**src/rtl/uart_rx_param.sv**
```systemverilog
// Oversampling UART receiver with run-time frame format (5..DATA_W data bits, none/odd/even parity, 1/2 stop bits).
// Latency: rx_valid rises 1 clk after the rx_tick that samples the middle of the last stop bit.
// Backpressure: the word is held on rx_valid until rx_ready; a new frame overwrites it and raises overrun_err.
//
// Ports:
//   clk, rst            system clock, synchronous active-high reset
//   rx_tick             one-clk strobe at OVERSAMPLE x baud
//   rx_in               asynchronous serial line, idle high
//   enable              receiver enable; low aborts any frame in progress
//   parity_type         00/11 none, 01 odd, 10 even
//   frame_length        data bits per frame, clamped to 5..DATA_W
//   stop_bit_type       0 one stop bit, 1 two stop bits
//   rx_data/rx_valid    held output word, right-justified
//   rx_ready            consumer accept
//   parity_err, frame_err, overrun_err   status of the held word
//   rx_busy             receiver is inside a frame
module uart_rx_param #(
  parameter int DATA_W     = 9,
  parameter int OVERSAMPLE = 16
) (
  input  logic              clk,
  input  logic              rst,
  input  logic              rx_tick,
  input  logic              rx_in,
  input  logic              enable,
  input  logic [1:0]        parity_type,
  input  logic [3:0]        frame_length,
  input  logic              stop_bit_type,
  output logic [DATA_W-1:0] rx_data,
  output logic              rx_valid,
  input  logic              rx_ready,
  output logic              parity_err,
  output logic              frame_err,
  output logic              overrun_err,
  output logic              rx_busy
);

  localparam int OS_W = $clog2(OVERSAMPLE);
  localparam logic [OS_W-1:0] OS_MID  = OS_W'(OVERSAMPLE / 2 - 1);
  localparam logic [OS_W-1:0] OS_LAST = OS_W'(OVERSAMPLE - 1);
  localparam logic [3:0]      MIN_LEN = 4'd5;
  localparam logic [3:0]      MAX_LEN = 4'(DATA_W);

  typedef enum logic [2:0] {IDLE, START, DATA, PARITY, STOP1, STOP2} state_t;

  state_t            state;
  logic [1:0]        sync_q;
  logic              line;
  logic [OS_W-1:0]   os_cnt;
  logic [3:0]        bit_cnt;
  logic [DATA_W-1:0] shift_word;
  logic              par_acc;
  logic              par_err_pend;
  logic              frame_err_pend;

  // frame format captured at start-bit detection
  logic [3:0]        len_q;
  logic              par_en_q;
  logic              par_odd_q;
  logic              two_stop_q;

  logic [3:0]        len_clamped;
  logic              last_sample;
  logic              commit;

  assign line        = sync_q[1];
  assign rx_busy     = (state != IDLE);
  assign last_sample = rx_tick && (os_cnt == OS_LAST);
  // The final stop sample completes the frame; a disabled receiver never commits.
  assign commit      = enable && last_sample &&
                       ((state == STOP1 && !two_stop_q) || state == STOP2);

  always_comb begin
    len_clamped = frame_length;
    if (frame_length < MIN_LEN)
      len_clamped = MIN_LEN;
    else if (frame_length > MAX_LEN)
      len_clamped = MAX_LEN;
  end

  always_ff @(posedge clk) begin
    if (rst) begin
      state          <= IDLE;
      sync_q         <= 2'b11;
      os_cnt         <= '0;
      bit_cnt        <= '0;
      shift_word     <= '0;
      par_acc        <= 1'b0;
      par_err_pend   <= 1'b0;
      frame_err_pend <= 1'b0;
      len_q          <= MIN_LEN;
      par_en_q       <= 1'b0;
      par_odd_q      <= 1'b0;
      two_stop_q     <= 1'b0;
      rx_data        <= '0;
      rx_valid       <= 1'b0;
      parity_err     <= 1'b0;
      frame_err      <= 1'b0;
      overrun_err    <= 1'b0;
    end else begin
      sync_q <= {sync_q[0], rx_in};

      // Output holding register. A commit wins over a same-clk accept.
      if (commit) begin
        rx_data     <= shift_word;
        rx_valid    <= 1'b1;
        parity_err  <= par_err_pend;
        frame_err   <= frame_err_pend | ~line;
        overrun_err <= rx_valid && !rx_ready;
      end else if (rx_valid && rx_ready) begin
        rx_valid    <= 1'b0;
        parity_err  <= 1'b0;
        frame_err   <= 1'b0;
        overrun_err <= 1'b0;
      end

      if (!enable) begin
        state <= IDLE;
      end else if (rx_tick) begin
        case (state)
          IDLE: begin
            if (!line) begin
              state      <= START;
              os_cnt     <= '0;
              len_q      <= len_clamped;
              par_en_q   <= (parity_type == 2'b01) || (parity_type == 2'b10);
              par_odd_q  <= (parity_type == 2'b01);
              two_stop_q <= stop_bit_type;
            end
          end
          START: begin
            if (os_cnt == OS_MID) begin
              // a start bit that is high again at mid-bit was a glitch
              if (!line) begin
                state          <= DATA;
                os_cnt         <= '0;
                bit_cnt        <= '0;
                shift_word     <= '0;
                par_acc        <= 1'b0;
                par_err_pend   <= 1'b0;
                frame_err_pend <= 1'b0;
              end else begin
                state <= IDLE;
              end
            end else begin
              os_cnt <= os_cnt + 1'b1;
            end
          end
          DATA: begin
            if (os_cnt == OS_LAST) begin
              os_cnt              <= '0;
              shift_word[bit_cnt] <= line;
              par_acc             <= par_acc ^ line;
              bit_cnt             <= bit_cnt + 4'd1;
              if (bit_cnt == len_q - 4'd1)
                state <= par_en_q ? PARITY : STOP1;
            end else begin
              os_cnt <= os_cnt + 1'b1;
            end
          end
          PARITY: begin
            if (os_cnt == OS_LAST) begin
              os_cnt <= '0;
              // par_acc ^ line is 1 when the total count of ones is odd
              par_err_pend <= par_odd_q ? ~(par_acc ^ line) : (par_acc ^ line);
              state        <= STOP1;
            end else begin
              os_cnt <= os_cnt + 1'b1;
            end
          end
          STOP1: begin
            if (os_cnt == OS_LAST) begin
              os_cnt <= '0;
              if (!line)
                frame_err_pend <= 1'b1;
              state <= two_stop_q ? STOP2 : IDLE;
            end else begin
              os_cnt <= os_cnt + 1'b1;
            end
          end
          STOP2: begin
            if (os_cnt == OS_LAST) begin
              os_cnt <= '0;
              state  <= IDLE;
            end else begin
              os_cnt <= os_cnt + 1'b1;
            end
          end
          default: state <= IDLE;
        endcase
      end
    end
  end

endmodule

```
**config.mk**
```make
export PLATFORM = sky130hd
export DESIGN_NAME = uart_rx_param
export DESIGN_NICKNAME = d
export VERILOG_FILES = /design/src/rtl/uart_rx_param.sv
export SDC_FILE = /design/constraint.sdc
export NUM_CORES = 1
export LEC_CHECK = 0
export BUFFER_PORTS_ARGS = -buffer_cell sky130_fd_sc_hd__buf_2
export CAP_MARGIN = 10
export CORE_MARGIN = 3
export CORE_UTILIZATION = 30
export CTS_CLUSTER_DIAMETER = 200
export CTS_CLUSTER_SIZE = 14
export DETAILED_ROUTE_END_ITERATION = 10
export PLACE_DENSITY = 0.54
export RECOVER_POWER = 50
export SLEW_MARGIN = 20
export SYNTH_ARGS = -nofsm -noshare
export SYNTH_HDL_FRONTEND = slang
export SYNTH_SLANG_ARGS = --single-unit
```
**constraint.sdc**
```tcl
create_clock -name clk -period 2.78 [get_ports clk]
set_clock_uncertainty 0.15 [all_clocks]
set_input_delay 0.278 -clock clk [delete_from_list [all_inputs] [get_ports clk]]
set_output_delay 0.278 -clock clk [all_outputs]
set_load 0.01 [all_outputs]
```
==> results of run 1 <==
[registers in the layout (all words and copies together), names as in the netlist]
name,cells
rx_data,9
os_cnt,4
sync_q,2
bit_cnt,4
rx_valid,1
overrun_err,1
par_odd_q,1
par_en_q,1
frame_err,1
len_q,4
frame_err_pend,1
par_err_pend,1
par_acc,1
two_stop_q,1
shift_word,9
parity_err,1
state,3
[cells in the mapped netlist, types with 2 or more instances]
cell type  instances
and3_1             5
dfxtp_1           45
nor4_1             3
or3_1              3
nand2_1           42
buf_6              2
clkbuf_1           8
nand2b_1           3
xor2_1             6
buf_2              3
nor4b_1            2
nand3b_1           3
xnor2_1            6
nand3_1           13
nor2b_1            5
nor3_1             6
a21oi_1           34
inv_1             10
o21ai_0            8
ha_1               7
nor4_4             2
or4_1              2
mux2i_1            3
nor3b_1            5
or2_2              3
nor2_1            15
a21bo_2            6
[worst paths after layout]
check	end	slack, ns	cells past startpoint
max	shift_word[3]$_SDFFE_PP0P_	0.41	7
min	sync_q[0]$_SDFF_PP1_	0.01	2
max reg2reg	shift_word[3]$_SDFFE_PP0P_	0.41	7
min reg2reg	sync_q[1]$_SDFF_PP1_	0.28	1
[per-layer routing]
layer  track usage  up-vias  part of all wire
met3        0.0287        5             0.049
met4        0.0361        0             0.012
li1              -     1032                 -
met1         0.172      884              0.53
met5             0        -                 0
met2         0.187       41              0.41
[cell families after synthesis]
family,count (synthesis)
adders and majority gates,7
buffers and inverters,24
and+or+nand+nor,120
AOI/OAI and AO/OA,67
DFF,45
muxes,4
xor gates and xnor gates,12
[where the power goes]
group | internal (mW) | switching, mW
clock network | 0.182 | 0.241
registers | 0.647 | 0.00267
logic | 0.0203 | 0.0359
total | 0.849 | 0.280
[metrics by stage]
stage,util,cells,hold WS [ns]
2_1_floorplan,-,279,0.232
3_3_place_gp,0.349,397,0.266
3_5_place_dp,0.349,397,0.248
4_1_cts,0.361,405,0.00403
5_1_grt,0.357,405,0.00736
6_report,0.357,405,0.0143
[layout make-up]
cell class              instances  area, um2
clock buffers                   5       68.8
multi-input cells             210       1350
inverters                      10       37.5
fillers                       806       4790
repair buffers                 33        153
clock inverters                 3       25.0
flip-flops and latches         45        901
well taps                      99        124
==> impl_results.md, run 1 <==
* Pwr Density at ~420 mW/mm2
* Post-synth ARST share at 0
* Post-Syn Nets at ~300
* Die Height at 94.7 um
* Crit-path cells: ha_1 -> and3b_1 -> o311ai_4 -> clkbuf_1 -> nor4_4 -> and3_1 -> o21ba_2
* Starting Density at 0.317
* Final setup TNS at 0 ns
* Hold Vio Cnt, Final at 0
* Synth Area in Compound Gates at 0.193
* DRC errors left at 0
* First-pass DRT Iterations at 4
* Post-synthesis sequential area ratio at 0.382
* Clk Latency, worst-skew pair at approximately 0.3 ns
* Layout cell share with drive strength beyond 1 at 0.141
* Synth top area cells: dfxtp_1 38%, a21oi_1 7.2%, nand2_1 6.7%
* First-pass GRT wire length at 8.82 mm
* Synth Warn # at 0
* Setup ws final at 0.414 ns
* Peak supply drop at 243 uV
* Delay-heaviest family, CP: compound AO/OA/AOI/OAI gates
* Post-route cell area at about 0.0027 mm2
* Final setup viols at 0
* Worst-Margin Slew at 1.28 ns
* CP arrival at 2.42 ns
* Largest family of logic cells by synthesized area: simple AND/OR/NAND/NOR gates
* Post-route antenna net violation count at 0
* Post-synth EDFFs at 0
* DP Worst Slack at slightly above 0.4 ns
* Fin crit period at 2.37 ns
* Die W at 94.7 um
* CP peak stage delay at 0.40 ns
* Deepest clock path buffer count at 2
* Ant diodes at 0
* RSZ-0062 raised after global routing: no
* Dominant synthesized flop cell: dfxtp_1
* Resize count post-CTS at 0
* Wire per inst at 12.7 um
* Critical Path Fanout Max at 8
* CTS tree: built
* Setup crit start: os_cnt[0]$_SDFFE_PP0P_
* Final net count at roughly 330
* Overflow after GRT at 0
* Most common cell after layout, fill and taps aside: dfxtp_1
* HPWL after DPL at 3.71 mm
* Post-synthesis simple-gate area fraction at 0.278
* Crit path kind: flip-flop to flip-flop
* Port Buffers at 26
* Distinct cells, synth at 56
* Vias per cell at 4.84
* Setup crit end kind: flip-flop
* Vias in the first global route at 1846
* Io pins at 27
* Most frequent cells in the layout: 45 x dfxtp_1, 42 x nand2_1, 34 x a21oi_1
* Mux share of post-synthesis cell area at 0.0175
* Post-CTS setup buffer count at 0
* CP startpoint kind: flip-flop
* Seq cells post-synth at 45
* Post-synth top area cell: dfxtp_1
* Final wirelength at between 5 and 6 mm
* Core Rows at 31
* Largest net degree at the start of global routing at 28
* Clock Sinks at between 40 and 50
* Initial antenna violation count at 0
* Cts hold-fix bufs at 0
* Min-Delay Path Class: primary input to flip-flop
* Mapped Cells at 279
* Initial DRC Count at 104
* Fin crit share at 0.851
* Synth top area share at 0.382
* RD Place Congestion at ~0.79
* Total power at 1.13 mW
* Total GRT Usage at 0.123
* Via count at 1962
* Hold Crit Start: rx_in
* Synth Area in XOR/XNOR at 0.0445
* Maximum clock frequency at around 420 MHz
* RR Startpoint: os_cnt[0]$_SDFFE_PP0P_
* Die area at approximately 0.009 mm2
* Max Slew Vio Count at 0
* Worst rel slew slack at 0.149
* Avg Inst Size Synth at 8.46 um2
* Adder-cell area share of the yosys netlist at 0.0371
* Area growth from synthesis to layout at 12.6%
* Core ar. at ~0.0074 mm2
* Slowest CP cell: o311ai_4
* Status: complete, no violations
* Total leakage power at 0.936 nW
* CP Buf/Inv Count at 1
* CTS clk-pin slew, worst paths at around 0.09 ns
* CTS Buf Count at 5
* Worst Path Required at 2.84 ns
* Clock root cell: clkbuf_8
* Post-Place Cell Area at 0.00260 mm2
* H-tree level count at 2
* Post-Syn Area at 0.00236 mm2
* MaxCap Viol Count at 0
(Power assumes the default switching activity.)
==> inputs of run 2 (changes only) <==
--- a/config.mk
+++ b/config.mk
@@ -12,7 +12,7 @@
 export CTS_CLUSTER_DIAMETER = 200
 export CTS_CLUSTER_SIZE = 14
 export DETAILED_ROUTE_END_ITERATION = 10
-export PLACE_DENSITY = 0.54
+export PLACE_DENSITY = 0.55
 export RECOVER_POWER = 50
 export SLEW_MARGIN = 20
 export SYNTH_ARGS = -nofsm -noshare
==> constraint.sdc (replaced) <==
create_clock -name clk -period 2.1 [get_ports clk]
set_clock_uncertainty 0.15 [all_clocks]
set_input_delay 0.21 -clock clk [delete_from_list [all_inputs] [get_ports clk]]
set_output_delay 0.21 -clock clk [all_outputs]
set_load 0.01 [all_outputs]
==> impl_results.md, run 2 (synthesis gave the netlist of run 1 again) <==
* Worst Hold Margin at 0.0382 ns (+0.0239 ns)
* Met1 Use GR at 0.173 (+0.000654)
* Setup crit end kind: flip-flop
* Placed cell count at 412 (+3.8%)
* Clock root cell: clkbuf_8
* H-tree level count at 2 (unchanged)
* Status: complete, no violations
* Port Buffers at 26 (unchanged)
* Post-Place Cell Area at 0.00275 mm2 (+5.8%)
* Post-layout util at 0.395 (+0.0380)
* Fin crit share at 0.977 (+0.126)
* Maximum clock frequency at 488 MHz (+15%)
* Layout cell share with drive strength beyond 1 at 0.239 (+0.0980)
* Clk Latency, worst-skew pair at 0.30 ns (about the same)
* Vias per cell at 4.93 (+1.8%)
* GRT met3 Usage at 0.0223 (-0.00637)
* HPWL after DPL at 3.93 mm (+6.1%)
* Core Rows at 31 (unchanged)
* Initial DRC Count at 97 (-6.7%)
* Worst-Margin Slew at 0.406 ns (-0.870 ns)
* Final wirelength at 5.52 mm (+7.6%)
* Worst Path Required at 2.14 ns (-0.70 ns)
* First-pass DRT Iterations at 4 (unchanged)
* DP Worst Slack at 0.0478 ns (-0.367 ns)
* Max Slew Vio Count at 0 (unchanged)
* RD Place Congestion at 0.826 (+4.9%)
* CP arrival at 2.10 ns (-0.32 ns)
* Critical Path Fanout Max at 13 (+5)
* Largest net degree at the start of global routing at 28 (unchanged)
* Area growth from synthesis to layout at 24.6%
* Peak supply drop at 220 uV (-9.4%)
* Worst rel slew slack at 0.727 (+0.578)
* Deepest clock path buffer count at 2 (unchanged)
* Routing usage on met2 at 0.202 (+0.0153)
* Hold Vio Cnt, Final at 0 (unchanged)
* Io pins at 27 (unchanged)
* Fin crit period at 2.05 ns (-0.315 ns)
* Crit path kind: flip-flop to flip-flop
* Initial antenna violation count at 0 (unchanged)
* CTS clk-pin slew, worst paths at 0.08 ns (about the same)
* Clock Sinks at 45 (unchanged)
* Total leakage power at 1.07 nW (+15%)
* Post-route cell area at 0.00294 mm2 (+11%)
* Die W at 94.7 um (unchanged)
* Finished Layout Cells at 426 (+5.2%)
* Reg2reg path depth at 9 (+2)
* WHS Path Cells at 3 (+1)
* Setup ws final at 0.0489 ns (-0.365 ns)
* CTS tree: built
* Min-Delay Path Class: primary input to flip-flop
* Vias in the first global route at 1963 (+6.3%)
* Overflow after GRT at 0 (unchanged)
* Final net count at 347 (+6.8%)
* Most used routing layer: met2
* Biggest regs: rx_data (9), shift_word (9)
* Wire per inst at 13.0 um (+2.3%)
* Final setup viols at 0 (unchanged)
* Core ar. at 0.00745 mm2 (unchanged)
* Via count at 2101 (+7.1%)
* Total GRT Usage at 0.128 (+0.00553)
* Reg2reg setup slack at 0.05 ns (-0.37 ns)
* Most common cell after layout, fill and taps aside: nand2_1
* Starting Density at 0.317 (unchanged)
* Most frequent cells in the layout: 42 x nand2_1, 41 x dfxtp_1, 33 x a21oi_1
* First-pass GRT wire length at 9.13 mm (+3.5%)
* Die Height at 94.7 um (unchanged)
* Post-route antenna net violation count at 0 (unchanged)
* CP startpoint kind: flip-flop
* Ant diodes at 0 (unchanged)
* DRC errors left at 0 (unchanged)
* CTS Buf Count at 5 (unchanged)
* Die area at 0.00897 mm2 (unchanged)
* MaxCap Viol Count at 0 (unchanged)
* Pwr Density at 512 mW/mm2 (+21%)
-- run 2: changes by cell type in the layout (fill, tap and decap cells not counted), moves of 2 or more --
cell,change
dfxtp_2,+4
dlygate4sd3_1,+2
clkbuf_1,-2
dfxtp_1,-4
buf_12,+3
buf_4,+17
-- run 2: worst max-delay path, cell delays in order (launching register included) --
cell,delay (ns)
dfxtp_2,0.36
ha_4,0.14
and3b_2,0.20
o311ai_4,0.11
buf_12,0.17
buf_4,0.13
o21ai_1,0.22
buf_12,0.17
nor2_1,0.04
mux2_2,0.25
-- run 2: cell type report --
| type | instances | area (um2) |
|---|---|---|
| Fill cell | 806 | 4510 |
| Clock buffer | 6 | 82.6 |
| Clock inverter | 1 | 7.51 |
| Inverter | 10 | 37.5 |
| Sequential cell | 45 | 906 |
| Tap cell | 99 | 124 |
| Multi-Input combinational cell | 210 | 1400 |
| Timing Repair Buffer | 55 | 383 |
-- run 2: power breakdown --
group / internal, mW / switching, mW
clock: 0.260 / 0.288
sequential: 0.856 / 0.00314
combinational: 0.0441 / 0.0539
-- run 2: timing repair --
item,in CTS,in global routing
hold buffers,2,0
setup endpoints to repair,0,22
endpoints found under the hold margin,2,0
setup buffers,0,4
resized for setup,0,14
-- run 2: worst paths after layout --
| kind | to | from |
|---|---|---|
| min reg2reg | sync_q[1]$_SDFF_PP1_ | sync_q[0]$_SDFF_PP1_ |
| max reg2reg | shift_word[8]$_SDFFE_PP0P_ | os_cnt[0]$_SDFFE_PP0P_ |
| min | rx_valid$_SDFFE_PP0P_ | rx_ready |
| max | shift_word[8]$_SDFFE_PP0P_ | os_cnt[0]$_SDFFE_PP0P_ |
-- run 2: metrics by stage --
stage	TNS, ns	total power [mW]
6_report	0	1.51
5_1_grt	-0.0397	1.56
4_1_cts	0	1.51
3_5_place_dp	0	0.967
3_3_place_gp	0	0.967
2_1_floorplan	0	0.928
-- run 2: per-layer routing --
layer	wire [um]	vias to the layer above
li1	-	1072
met1	2650	965
met2	2500	55
met3	271	9
met4	96	0
met5	0	-
==> inputs of run 3 (changes only) <==
--- a/config.mk
+++ b/config.mk
@@ -9,6 +9,7 @@
 export CAP_MARGIN = 10
 export CORE_MARGIN = 3
 export CORE_UTILIZATION = 30
+export CTS_BUF_LIST = sky130_fd_sc_hd__clkbuf_16
 export CTS_CLUSTER_DIAMETER = 200
 export CTS_CLUSTER_SIZE = 14
 export DETAILED_ROUTE_END_ITERATION = 10
==> impl_results.md, run 3 (synthesis gave the netlist of run 1 again) <==
* Status: complete, no violations
* Critical Path Fanout Max at 15 (+2)
* DRC errors left at 0 (unchanged)
* Hold Vio Cnt, Final at 0 (unchanged)
* RR Startpoint: state[2]$_SDFFE_PP0P_
* Hold Crit Start: stop_bit_type
* Vias per cell at 4.89 (-0.82%)
* Clock root cell: clkbuf_16
* MaxCap Viol Count at 0 (unchanged)
* Total power at 1.70 mW (+13%)
* Worst-Margin Slew at 1.34 ns (+0.936 ns)
* Via count at 2074 (-1.3%)
* Largest net degree at the start of global routing at 28 (unchanged)
* DP Worst Slack at 0.0478 ns (unchanged)
* First-pass DRT Iterations at 4 (unchanged)
* Fin crit share at 0.962 (-0.0147)
* Crit path kind: flip-flop to flip-flop
* CTS clk-pin slew, worst paths at 0.06 ns (-0.02 ns)
* Setup crit end kind: flip-flop
* Setup ws final at 0.0797 ns (+0.0309 ns)
* Final setup TNS at 0 ns (unchanged)
* Fin crit period at 2.02 ns (-0.0309 ns)
* Die area at 0.00897 mm2 (unchanged)
* Max Slew Vio Count at 0 (unchanged)
* Final setup viols at 0 (unchanged)
* Placed cell count at 412 (unchanged)
* Core ar. at 0.00745 mm2 (unchanged)
* Initial antenna violation count at 0 (unchanged)
* CTS Buf Count at 5 (unchanged)
* Most frequent cells in the layout: 42 x nand2_1, 41 x dfxtp_1, 33 x a21oi_1
* H-tree level count at 2 (unchanged)
* Most common cell after layout, fill and taps aside: nand2_1
* Post-route antenna net violation count at 0 (unchanged)
* RD Place Congestion at 0.826 (unchanged)
* First-pass GRT wire length at 9.18 mm (+0.54%)
* Peak supply drop at 275 uV (+25%)
* Filler Cell Count at 801 (-0.62%)
* Post-layout util at 0.398 (+0.00319)
* Ant diodes at 0 (unchanged)
* Maximum clock frequency at 495 MHz (+1.5%)
* CTS tree: built
* Starting Density at 0.317 (unchanged)
* Total leakage power at 1.09 nW (+1.0%)
* Total GRT Usage at 0.127 (-0.000998)
* Wire per inst at 13.2 um (+1.8%)
* Deepest clock path buffer count at 2 (unchanged)
* Worst Path Required at 2.13 ns (about the same)
* Finished Layout Cells at 424 (-0.47%)
* Die W at 94.7 um (unchanged)
* Core Rows at 31 (unchanged)
* HPWL after DPL at 3.93 mm (unchanged)
* Worst rel slew slack at 0.106 (-0.622)
* Clock Sinks at 45 (unchanged)
* Vias in the first global route at 1948 (-0.76%)
* Layout cell share with drive strength beyond 1 at 0.231 (-0.00776)
* Overflow after GRT at 0 (unchanged)
* Initial DRC Count at 81 (-16%)
* Final net count at 345 (-0.58%)
* CP startpoint kind: flip-flop
* RSZ-0062 raised after global routing: yes
* Area growth from synthesis to layout at 25.6%
* Io pins at 27 (unchanged)
* Reg2reg setup slack at 0.08 ns (+0.03 ns)
* Pwr Density at 572 mW/mm2 (+12%)
* Final wirelength at 5.59 mm (+1.3%)
* Setup crit start: state[2]$_SDFFE_PP0P_
* Clk Latency, worst-skew pair at 0.28 ns (-0.02 ns)
* Die Height at 94.7 um (unchanged)
* CP arrival at 2.05 ns (-0.05 ns)
* Biggest regs: rx_data (9), shift_word (9)
* Min-Delay Path Class: primary input to flip-flop
* Port Buffers at 26 (unchanged)
run 3: worst paths after layout:
| kind | end | cells past startpoint |
|---|---|---|
| max | shift_word[7]$_SDFFE_PP0P_ | 7 |
| min | two_stop_q$_SDFFE_PP0P_ | 3 |
| max reg2reg | shift_word[7]$_SDFFE_PP0P_ | 7 |
| min reg2reg | sync_q[1]$_SDFF_PP1_ | 1 |
run 3: cell type report:
| cell class | count | area (um2) | share of cell area |
|---|---|---|---|
| clock inverters | 2 | 11.3 | 0.00380 |
| multi-input cells | 210 | 1400 | 0.471 |
| well taps | 99 | 124 | 0.0418 |
| inverters | 10 | 37.5 | 0.0127 |
| repair buffers | 53 | 365 | 0.123 |
| clock buffers | 5 | 125 | 0.0422 |
| flip-flops and latches | 45 | 906 | 0.306 |
run 3: metrics by stage:
stage          hold slack, ns  instance area [um2]
3_3_place_gp            0.253                 2750
2_1_floorplan           0.164                 2360
5_1_grt                0.0484                 2960
3_5_place_dp            0.249                 2750
6_report               0.0205                 2960
4_1_cts                0.0194                 2890
run 3: power breakdown:
part	switching [mW]	internal (mW)	leakage, nW	total (mW)
combinational	0.0538	0.0408	0.657	0.0946
clock	0.311	0.430	0.0633	0.741
sequential	0.00313	0.857	0.365	0.861
run 3: metal layers:
layer	wire length [um]	global-route usage	vias to the layer above
met2	2610	0.205	43
met3	248	0.0231	7
met5	0	0	-
li1	-	-	1068
met4	63	0.0373	0
met1	2670	0.173	956
run 3: worst max-delay path, stage by stage, from the launching register on:
cell and delay [ns]:
dfxtp_1 0.33, buf_12 0.15, or3b_1 0.49, o21bai_4 0.24, nor4_4 0.05, buf_4 0.17, and3_1 0.18, o21ba_1 0.16
run 3: what timing repair did:
item	in CTS	in global routing
setup endpoints to repair	0	22
hold buffers	1	0
buffers inserted	0	3
hold endpoints to repair	1	0
gates resized for setup	0	13
